**config.mk**
```make
export PLATFORM = sky130hd
export DESIGN_NAME = uart_pwm_frame_parser
export DESIGN_NICKNAME = d
export VERILOG_FILES = /design/src/rtl/uart_pwm_frame_parser.sv
export SDC_FILE = /design/constraint.sdc
export NUM_CORES = 1
export LEC_CHECK = 0
export CORE_UTILIZATION = 40
export CTS_CLUSTER_DIAMETER = 60
export CTS_CLUSTER_SIZE = 28
export DETAILED_ROUTE_END_ITERATION = 16
export MAX_ROUTING_LAYER = met4
export SETUP_SLACK_MARGIN = 0.02
export SLEW_MARGIN = 20
export SYNTH_ARGS = -nofsm -noshare
export SYNTH_HDL_FRONTEND = slang
export SYNTH_SLANG_ARGS = --single-unit
```
**constraint.sdc**
```tcl
create_clock -name sys_clk -period 2.9 [get_ports sys_clk]
set_clock_uncertainty 0.1 [all_clocks]
set_input_delay 0.87 -clock sys_clk [delete_from_list [all_inputs] [get_ports sys_clk]]
set_output_delay 0.87 -clock sys_clk [all_outputs]
set_load 0.02 [all_outputs]
```
**src/rtl/uart_pwm_frame_parser.sv**
```systemverilog
// Parses 14-byte UART frames (HDR, 11 payload bytes, CRC-8, FTR) into PWM configuration registers.
// Bad CRC, bad footer and inter-byte timeout each produce a one-cycle error pulse.
module uart_pwm_frame_parser #(
    parameter int         TIMEOUT_CYC = 10000,
    parameter logic [7:0] HDR_BYTE    = 8'h55,
    parameter logic [7:0] FTR_BYTE    = 8'hAA
) (
    input  logic        sys_clk,
    input  logic        sys_rst_n,
    input  logic [7:0]  rx_data,
    input  logic        rx_valid,
    output logic        cfg_valid,
    output logic [7:0]  cfg_reg_func,
    output logic [7:0]  cfg_ch,
    output logic [7:0]  cfg_ctrl_sta,
    output logic [7:0]  cfg_duty_num,
    output logic [15:0] cfg_pulse_dessert,
    output logic [7:0]  cfg_pulse_num,
    output logic [31:0] cfg_pat,
    output logic        crc_err,
    output logic        frame_err
);

    localparam int TW = $clog2(TIMEOUT_CYC + 1);

    typedef enum logic [1:0] {
        ST_IDLE    = 2'd0,
        ST_PAYLOAD = 2'd1,
        ST_CRC_CHK = 2'd2,
        ST_FOOTER  = 2'd3
    } state_t;

    // CRC-8, poly 0x07, MSB first, one byte per call
    function automatic logic [7:0] crc8_upd(input logic [7:0] crc, input logic [7:0] data);
        logic [7:0] c;
        c = crc ^ data;
        for (int i = 0; i < 8; i++) begin
            c = c[7] ? ({c[6:0], 1'b0} ^ 8'h07) : {c[6:0], 1'b0};
        end
        return c;
    endfunction

    state_t        r_state;
    state_t        w_state_nx;
    logic [3:0]    r_idx;
    logic [7:0]    r_crc;
    logic          r_crc_ok;
    logic [TW-1:0] r_to_cnt;
    logic [7:0]    r_shadow [0:10];
    logic          w_timeout;
    logic          w_accept;
    logic          w_load;
    logic          w_crc_err;
    logic          w_frame_err;
    logic [7:0]    w_crc_nx;

    assign w_timeout = (r_state != ST_IDLE) && (r_to_cnt == TW'(TIMEOUT_CYC - 1));
    assign w_accept  = rx_valid && !w_timeout;
    assign w_crc_nx  = crc8_upd(r_crc, rx_data);

    // Next-state and result-strobe decode; timeout wins over a byte arriving in the same cycle
    always_comb begin
        w_state_nx  = r_state;
        w_load      = 1'b0;
        w_crc_err   = 1'b0;
        w_frame_err = 1'b0;
        if (w_timeout) begin
            w_state_nx  = ST_IDLE;
            w_frame_err = 1'b1;
        end else if (rx_valid) begin
            case (r_state)
                ST_IDLE: begin
                    if (rx_data == HDR_BYTE) w_state_nx = ST_PAYLOAD;
                    else                     w_state_nx = ST_IDLE;
                end
                ST_PAYLOAD: begin
                    if (r_idx == 4'd10) w_state_nx = ST_CRC_CHK;
                    else                w_state_nx = ST_PAYLOAD;
                end
                ST_CRC_CHK: w_state_nx = ST_FOOTER;
                ST_FOOTER: begin
                    w_state_nx = ST_IDLE;
                    if (rx_data != FTR_BYTE) w_frame_err = 1'b1;
                    else if (r_crc_ok)       w_load      = 1'b1;
                    else                     w_crc_err   = 1'b1;
                end
                default: w_state_nx = ST_IDLE;
            endcase
        end else begin
            w_state_nx = r_state;
        end
    end

    // State register
    always_ff @(posedge sys_clk or negedge sys_rst_n) begin
        if (!sys_rst_n) r_state <= ST_IDLE;
        else            r_state <= w_state_nx;
    end

    // Inter-byte timeout counter: idle-held, cleared by each byte
    always_ff @(posedge sys_clk or negedge sys_rst_n) begin
        if (!sys_rst_n)                                      r_to_cnt <= '0;
        else if (w_timeout || rx_valid || r_state == ST_IDLE) r_to_cnt <= '0;
        else                                                 r_to_cnt <= r_to_cnt + TW'(1);
    end

    // Byte index, running CRC, CRC match flag and payload shadow
    always_ff @(posedge sys_clk or negedge sys_rst_n) begin
        if (!sys_rst_n) begin
            r_idx    <= 4'd0;
            r_crc    <= 8'h00;
            r_crc_ok <= 1'b0;
            for (int i = 0; i < 11; i++) r_shadow[i] <= 8'h00;
        end else if (w_accept) begin
            case (r_state)
                ST_IDLE: begin
                    if (rx_data == HDR_BYTE) begin
                        r_idx <= 4'd0;
                        r_crc <= 8'h00;
                    end
                end
                ST_PAYLOAD: begin
                    r_shadow[r_idx] <= rx_data;
                    r_crc           <= w_crc_nx;
                    r_idx           <= r_idx + 4'd1;
                end
                ST_CRC_CHK: r_crc_ok <= (rx_data == r_crc);
                default:    r_crc_ok <= r_crc_ok;
            endcase
        end
    end

    // Registered configuration outputs and result pulses
    always_ff @(posedge sys_clk or negedge sys_rst_n) begin
        if (!sys_rst_n) begin
            cfg_valid         <= 1'b0;
            crc_err           <= 1'b0;
            frame_err         <= 1'b0;
            cfg_reg_func      <= 8'h00;
            cfg_ch            <= 8'h00;
            cfg_ctrl_sta      <= 8'h00;
            cfg_duty_num      <= 8'h00;
            cfg_pulse_dessert <= 16'h0000;
            cfg_pulse_num     <= 8'h00;
            cfg_pat           <= 32'h0000_0000;
        end else begin
            cfg_valid <= w_load;
            crc_err   <= w_crc_err;
            frame_err <= w_frame_err;
            if (w_load) begin
                cfg_reg_func      <= r_shadow[0];
                cfg_ch            <= r_shadow[1];
                cfg_ctrl_sta      <= r_shadow[2];
                cfg_duty_num      <= r_shadow[3];
                cfg_pulse_dessert <= {r_shadow[4], r_shadow[5]};
                cfg_pulse_num     <= r_shadow[6];
                cfg_pat           <= {r_shadow[7], r_shadow[8], r_shadow[9], r_shadow[10]};
            end
        end
    end

endmodule

```
==> results of run 1 <==
==> registers in the layout (all words and copies together) (netlist names), 8 cells and up <==
signal             flops
r_shadow              88
cfg_pat               32
cfg_pulse_dessert     16
r_to_cnt              14
cfg_ch                 8
cfg_ctrl_sta           8
cfg_duty_num           8
cfg_pulse_num          8
cfg_reg_func           8
r_crc                  8
==> worst max-delay path, delay by kind of cell <==
family	cells	cell delay (ns)
buffers and inverters	3	0.86
multiplexers	1	0.34
AND/OR/NAND/NOR	3	0.93
==> worst max-delay path by stage <==
stage / slack, ns / depth (start not counted) / endpoint / start
global route: 0.04 / 7 / cfg_reg_func[0] / rx_data[0]
detailed placement: -0.50 / 6 / cfg_reg_func[6] / rx_data[6]
finish: 0.11 / 7 / cfg_reg_func[0] / rx_data[0]
floorplan: 0.25 / 7 / cfg_ch[5] / rx_data[6]
CTS: 0.06 / 6 / cfg_reg_func[0] / rx_data[6]
global placement: -0.54 / 6 / cfg_reg_func[6] / rx_data[6]
==> routing by layer <==
| metal | vias to the layer above | global-route usage [%] | share of wire, % |
|---|---|---|---|
| met5 | - | - | 0 |
| met4 | 0 | 4.38 | 2.1 |
| met3 | 23 | 2.50 | 3.5 |
| met2 | 92 | 27.8 | 47 |
| met1 | 2627 | 24.8 | 48 |
| li1 | 2311 | - | - |
==> final cells by class <==
cell class	count	area share [%]
Tap cell	270	3.12
Sequential cell	208	48.1
Inverter	6	0.208
Multi-Input combinational cell	318	29.1
Timing Repair Buffer	156	14.2
Clock inverter	11	1.35
Clock buffer	17	3.93
==> power breakdown <==
part	leakage, nW	switching [mW]	internal, mW	total (mW)
registers	2.88	0.143	3.09	3.23
clock network	0.276	1.14	1.23	2.37
logic	2.15	0.400	0.519	0.919
==> logic make-up (layout without fill, tap and decap cells) <==
group / after synthesis / count (layout)
flops: 208 / 208
mux: 179 / 179
simple gates: 73 / 73
buf+inv: 39 / 190
compound gates: 29 / 29
xor+xnor: 29 / 29
fa+ha+maj: 8 / 8
==> metrics by stage <==
step,hold WS [ns],cells
final,0.231,986
after global routing,0.257,986
after CTS,0.255,986
after detailed placement,0.372,958
after global placement,0.363,958
after floorplan,0.316,565
==> layout by cell type, fill, tap and decap left out, types with 8 or more instances in the layout <==
cell and n:
nor2_1 13, buf_4 46, clkbuf_16 17, mux2_2 169
nand3_1 8, clkdlybuf4s50_1 99, xnor2_1 18, ha_1 8
mux2_4 9, nand4_1 9, dfrtp_1 208, buf_12 9
a21oi_1 8, xor2_1 8
==> what timing repair did <==
item | 4_1_cts | 5_1_grt
buffers inserted | 0 | 0
resized for setup | 1 | 4
setup endpoints to repair | 13 | 54
==> impl_metrics.ini, run 1 <==
[yosys]
synth_top_family_by_area = multiplexers
synth_fa_ha_area_share_pct = 1.18
synth_area_per_cell_um2 = 15.1
synth_area_um2 = 8510
synth_simple_gate_area_share_pct = 5.44
synth_compound_area_share_pct = 2.47
syn_nets = 584
muxShareOfSynthArea_pct = 24.1
synth.top_cell.area_share_pct = 61.1
synthCells = 565
synth_edf_count = 0
synth_most_common_cell = dfrtp_1
synth-seq-cells = 208
synthTopCellsByArea = dfrtp_1, mux2_2, xnor2_1
yosysTopAreaCell = dfrtp_1
ys_types = 44
yosysSeqAreaShare_pct = 61.1
synth_xor_area_share_pct = 3.50
synthArstFlopShare_pct = 100
ys_top_cells_by_count = dfrtp_1, mux2_2, xnor2_1
yosysWarnings = 0
synthFlopType = dfrtp_1

[critical_path]
worstPathRequired_ns = 3.17
cp-start-kind = input pin
critPathKind = input pin to flip-flop
worstPathArrival_ns = 3.06
slowest_delay_ns = 0.56
ff2ff_path_depth = 5
cp_slowest_cell = or4b_4
path_max_fanout = 57
regToRegSetupSlack_ns = 0.34
worst_setup_path_end_kind = flip-flop
rr_endpoint = cfg_pulse_num[5]
crit_chain = clkdlybuf4s50_1 > nor4bb_2 > buf_4 > nand2_1 > or4b_4 > buf_12 > mux2_4
timing.rr.start = r_to_cnt[5]

[routing]
first_iter_violations = 173
ant_nets = 0
vias = 5053
drc = 0
wl_um = 18000
wl_per_cell_um = 18.3
via_per_inst = 5.12
dr.pass1.iters = 4

[global_routing]
grt_pass1_vias = 5315
grt_max_degree = 58
antenna_found_initial = 0
grt_pass1_wl_um = 29700
grt_use_total_pct = 17.9
grt-ovfl-total = 0

[cells_and_area]
multiInputGateArea_um2 = 3150
stdcell_area_um2 = 10800
drive_gt1_share_pct = 37.4
diodes = 0
final.fill_count = 1746
ff_latch_area_um2 = 5200
post-route-util_pct = 52.7
layout.nets = 725
synthToLayoutAreaGrowth_pct = 27.2

[run_status]
status = finished, final reports clean

[timing]
worst_pin_slew_ns = 0.511
min_period_over_period_pct = 96.3
worst_slack_ns = 0.106
max_freq_mhz = 358
period_minus_slack_ns = 2.79
rsz0062_at_grt = no
relSlewSlack_pct = 65.9
hold_violations = 0
fin_tns_setup_ns = 0
finalMaxSlewViolations = 0
finalSetupViolCount = 0

[cts]
tritoncts = built
holdBufCountCts = 0
cts_made_buffers = 16
htree_levels = 1
root_buffer = clkbuf_16
cts.sinks = 208
clk_path_buf_depth = 3
clk_latency_ns = 0.48
clk_pin_slew_ns = 0.10

[die]
ios = 102
die_area_um2 = 21900
core_um2 = 20600
rows = 52
die_width_um = 148
die_y_um = 148
initial_core_util_pct = 41.4

[pwr]
p_leak_nw = 5.30
ir_drop_mv = 0.317
finalPower_mw = 6.51
p_per_area_nw_per_um2 = 601

[placement]
gp_congestion = 0.810
dp_hpwl_um = 12300
postPlaceCellArea_um2 = 10200
portBuffers = 101
pre_cts_slack_ns = -0.503

[job]
drv_cap = 0

[min_path]
min_path_type = input pin to asynchronous set/reset pin
No activity file was read; power rests on OpenSTA's default activity.
==> run 2, diff against run 1 <==
- CORE_MARGIN: not set -> 3
- SETUP_SLACK_MARGIN: 0.02 -> 0.1
==> run 2 against run 1 <==
Compared with the run above: worst hold slack gained 0.060 ns; non-clock buffer count is 13 higher; worst setup slack improved by 0.080 ns; first-iteration DRC count rose by 19%; global-route usage is 1.4 points lower; flip-flop and latch count did not move; final cell count grew 1.4%; combinational power about the same; register-to-register slack got worse by 0.07 ns.
==> impl_metrics.ini, run 2 (same netlist as run 1, synthesis figures left out) <==
[routing]
wl_um = 19500
via_per_inst = 5.13
drc = 0
ant_nets = 0
first_iter_violations = 206
dr.pass1.iters = 4
wl_per_cell_um = 19.5
vias = 5127

[cells_and_area]
diodes = 0
synthToLayoutAreaGrowth_pct = 30.4
regMostFlops = r_shadow
final.fill_count = 1709
largest_reg_flops = 88
largestRegisters = r_shadow: 88 flops, cfg_pat: 32 flops, cfg_pulse_dessert: 16 flops
layout.nets = 740
layout.cells.most_common = dfrtp_1
stdcell_area_um2 = 11100
ff_latch_area_um2 = 5200
multiInputGateArea_um2 = 3180
drive_gt1_share_pct = 38.8
final_cell_mix = dfrtp_1, mux2_2, clkdlybuf4s50_1, buf_4, clkbuf_16

[global_routing]
antenna_found_initial = 0
grt_max_degree = 68
grt_use_total_pct = 16.4
grt_pass1_wl_um = 30300
grt_pass1_vias = 5413
grt-ovfl-total = 0

[critical_path]
critPathKind = input pin to flip-flop
path_max_fanout = 7
worstPathRequired_ns = 3.17
cp-start-kind = input pin
worstPathArrival_ns = 2.98
worst_setup_path_end_kind = flip-flop

[placement]
dp_hpwl_um = 13000
portBuffers = 101
gp_congestion = 0.863
postPlaceCellArea_um2 = 10300

[timing]
relSlewSlack_pct = 27.3
rsz0062_at_grt = no
hold_violations = 0
holdWs_ns = 0.291
finalSetupViolCount = 0
finalMaxSlewViolations = 0
max_freq_mhz = 368
period_minus_slack_ns = 2.71
min_period_over_period_pct = 93.6
worst_pin_slew_ns = 1.09

[pwr]
p_leak_nw = 5.50
p_per_area_nw_per_um2 = 593
ir_drop_mv = 0.355

[cts]
htree_levels = 1
cts.sinks = 208
holdBufCountCts = 0
cts_made_buffers = 17
tritoncts = built
clk_latency_ns = 0.47
root_buffer = clkbuf_16
post_cts_buffers = 0
clk_pin_slew_ns = 0.08
clk_path_buf_depth = 3

[die]
core_um2 = 20600
ios = 102
die_y_um = 152
rows = 52
initial_core_util_pct = 41.4
die_area_um2 = 23100
die_width_um = 152

[job]
drv_cap = 0

[run_status]
status = finished, final reports clean

[min_path]
min_path_type = input pin to asynchronous set/reset pin
==> run 2: repair_timing <==
| action | in CTS | in global routing |
|---|---|---|
| gates cloned | 0 | 9 |
| setup endpoints to repair | 87 | 83 |
| pin swaps | 1 | 3 |
| gates resized for setup | 4 | 14 |
==> run 2: metrics by stage <==
stage	utilization, %	std cells	setup WS [ns]	power (mW)	TNS, ns
after floorplan	-	565	0.245	3.85	0
after global placement	49.9	963	-0.480	4.18	-44.40
after detailed placement	49.9	963	-0.470	4.21	-43.25
after CTS	52.8	991	0.116	6.68	0
after global routing	54.0	1000	0.115	6.89	0
final	54.0	1000	0.186	6.58	0
==> run 2: worst max-delay path, cell delays in order <==
cell	delay, ns
clkdlybuf4s50_1	0.52
nor4bb_4	0.26
nand2_2	0.14
or4b_4	0.66
clkbuf_16	0.23
mux2_4	0.29
==> run 2: final timing paths <==
path	from	end	cells after the start	slack, ns
max reg2reg	r_to_cnt[0]	cfg_reg_func[1]	6	0.27
min	sys_rst_n	cfg_pulse_dessert[13]	1	0.29
min in group sys_clk	r_shadow[69]	cfg_ctrl_sta[5]	1	0.39
max	rx_data[3]	cfg_reg_func[1]	6	0.19
min reg2reg	r_shadow[69]	cfg_ctrl_sta[5]	1	0.39
max in group asynchronous	sys_rst_n	cfg_reg_func[7]	2	1.65
==> run 2: routing by layer <==
layer  track usage [%]  up-vias  share of wire, %
met1              22.3     2659                45
li1                  -     2344                 -
met3              2.39       22               3.8
met2              26.7      102                49
met5                 -        -                 0
met4              3.60        0               2.0
==> run 2: final cells by class <==
type | count | area share (%)
Sequential cell | 208 | 46.9
Multi-Input combinational cell | 319 | 28.6
Timing Repair Buffer | 169 | 16.0
Clock buffer | 18 | 3.96
Tap cell | 270 | 3.04
Clock inverter | 10 | 1.32
Inverter | 6 | 0.203
==> run 2: report_power, final <==
group          switching [mW]  internal, mW
registers               0.147          3.09
logic                   0.399         0.520
clock network            1.10          1.32
total                    1.65          4.93
==> run 3, diff against run 2 <==
- CAP_MARGIN: not set -> 20
==> results of run 3 <==
The final DEF is identical to that of run 2; final timing and power are the same.
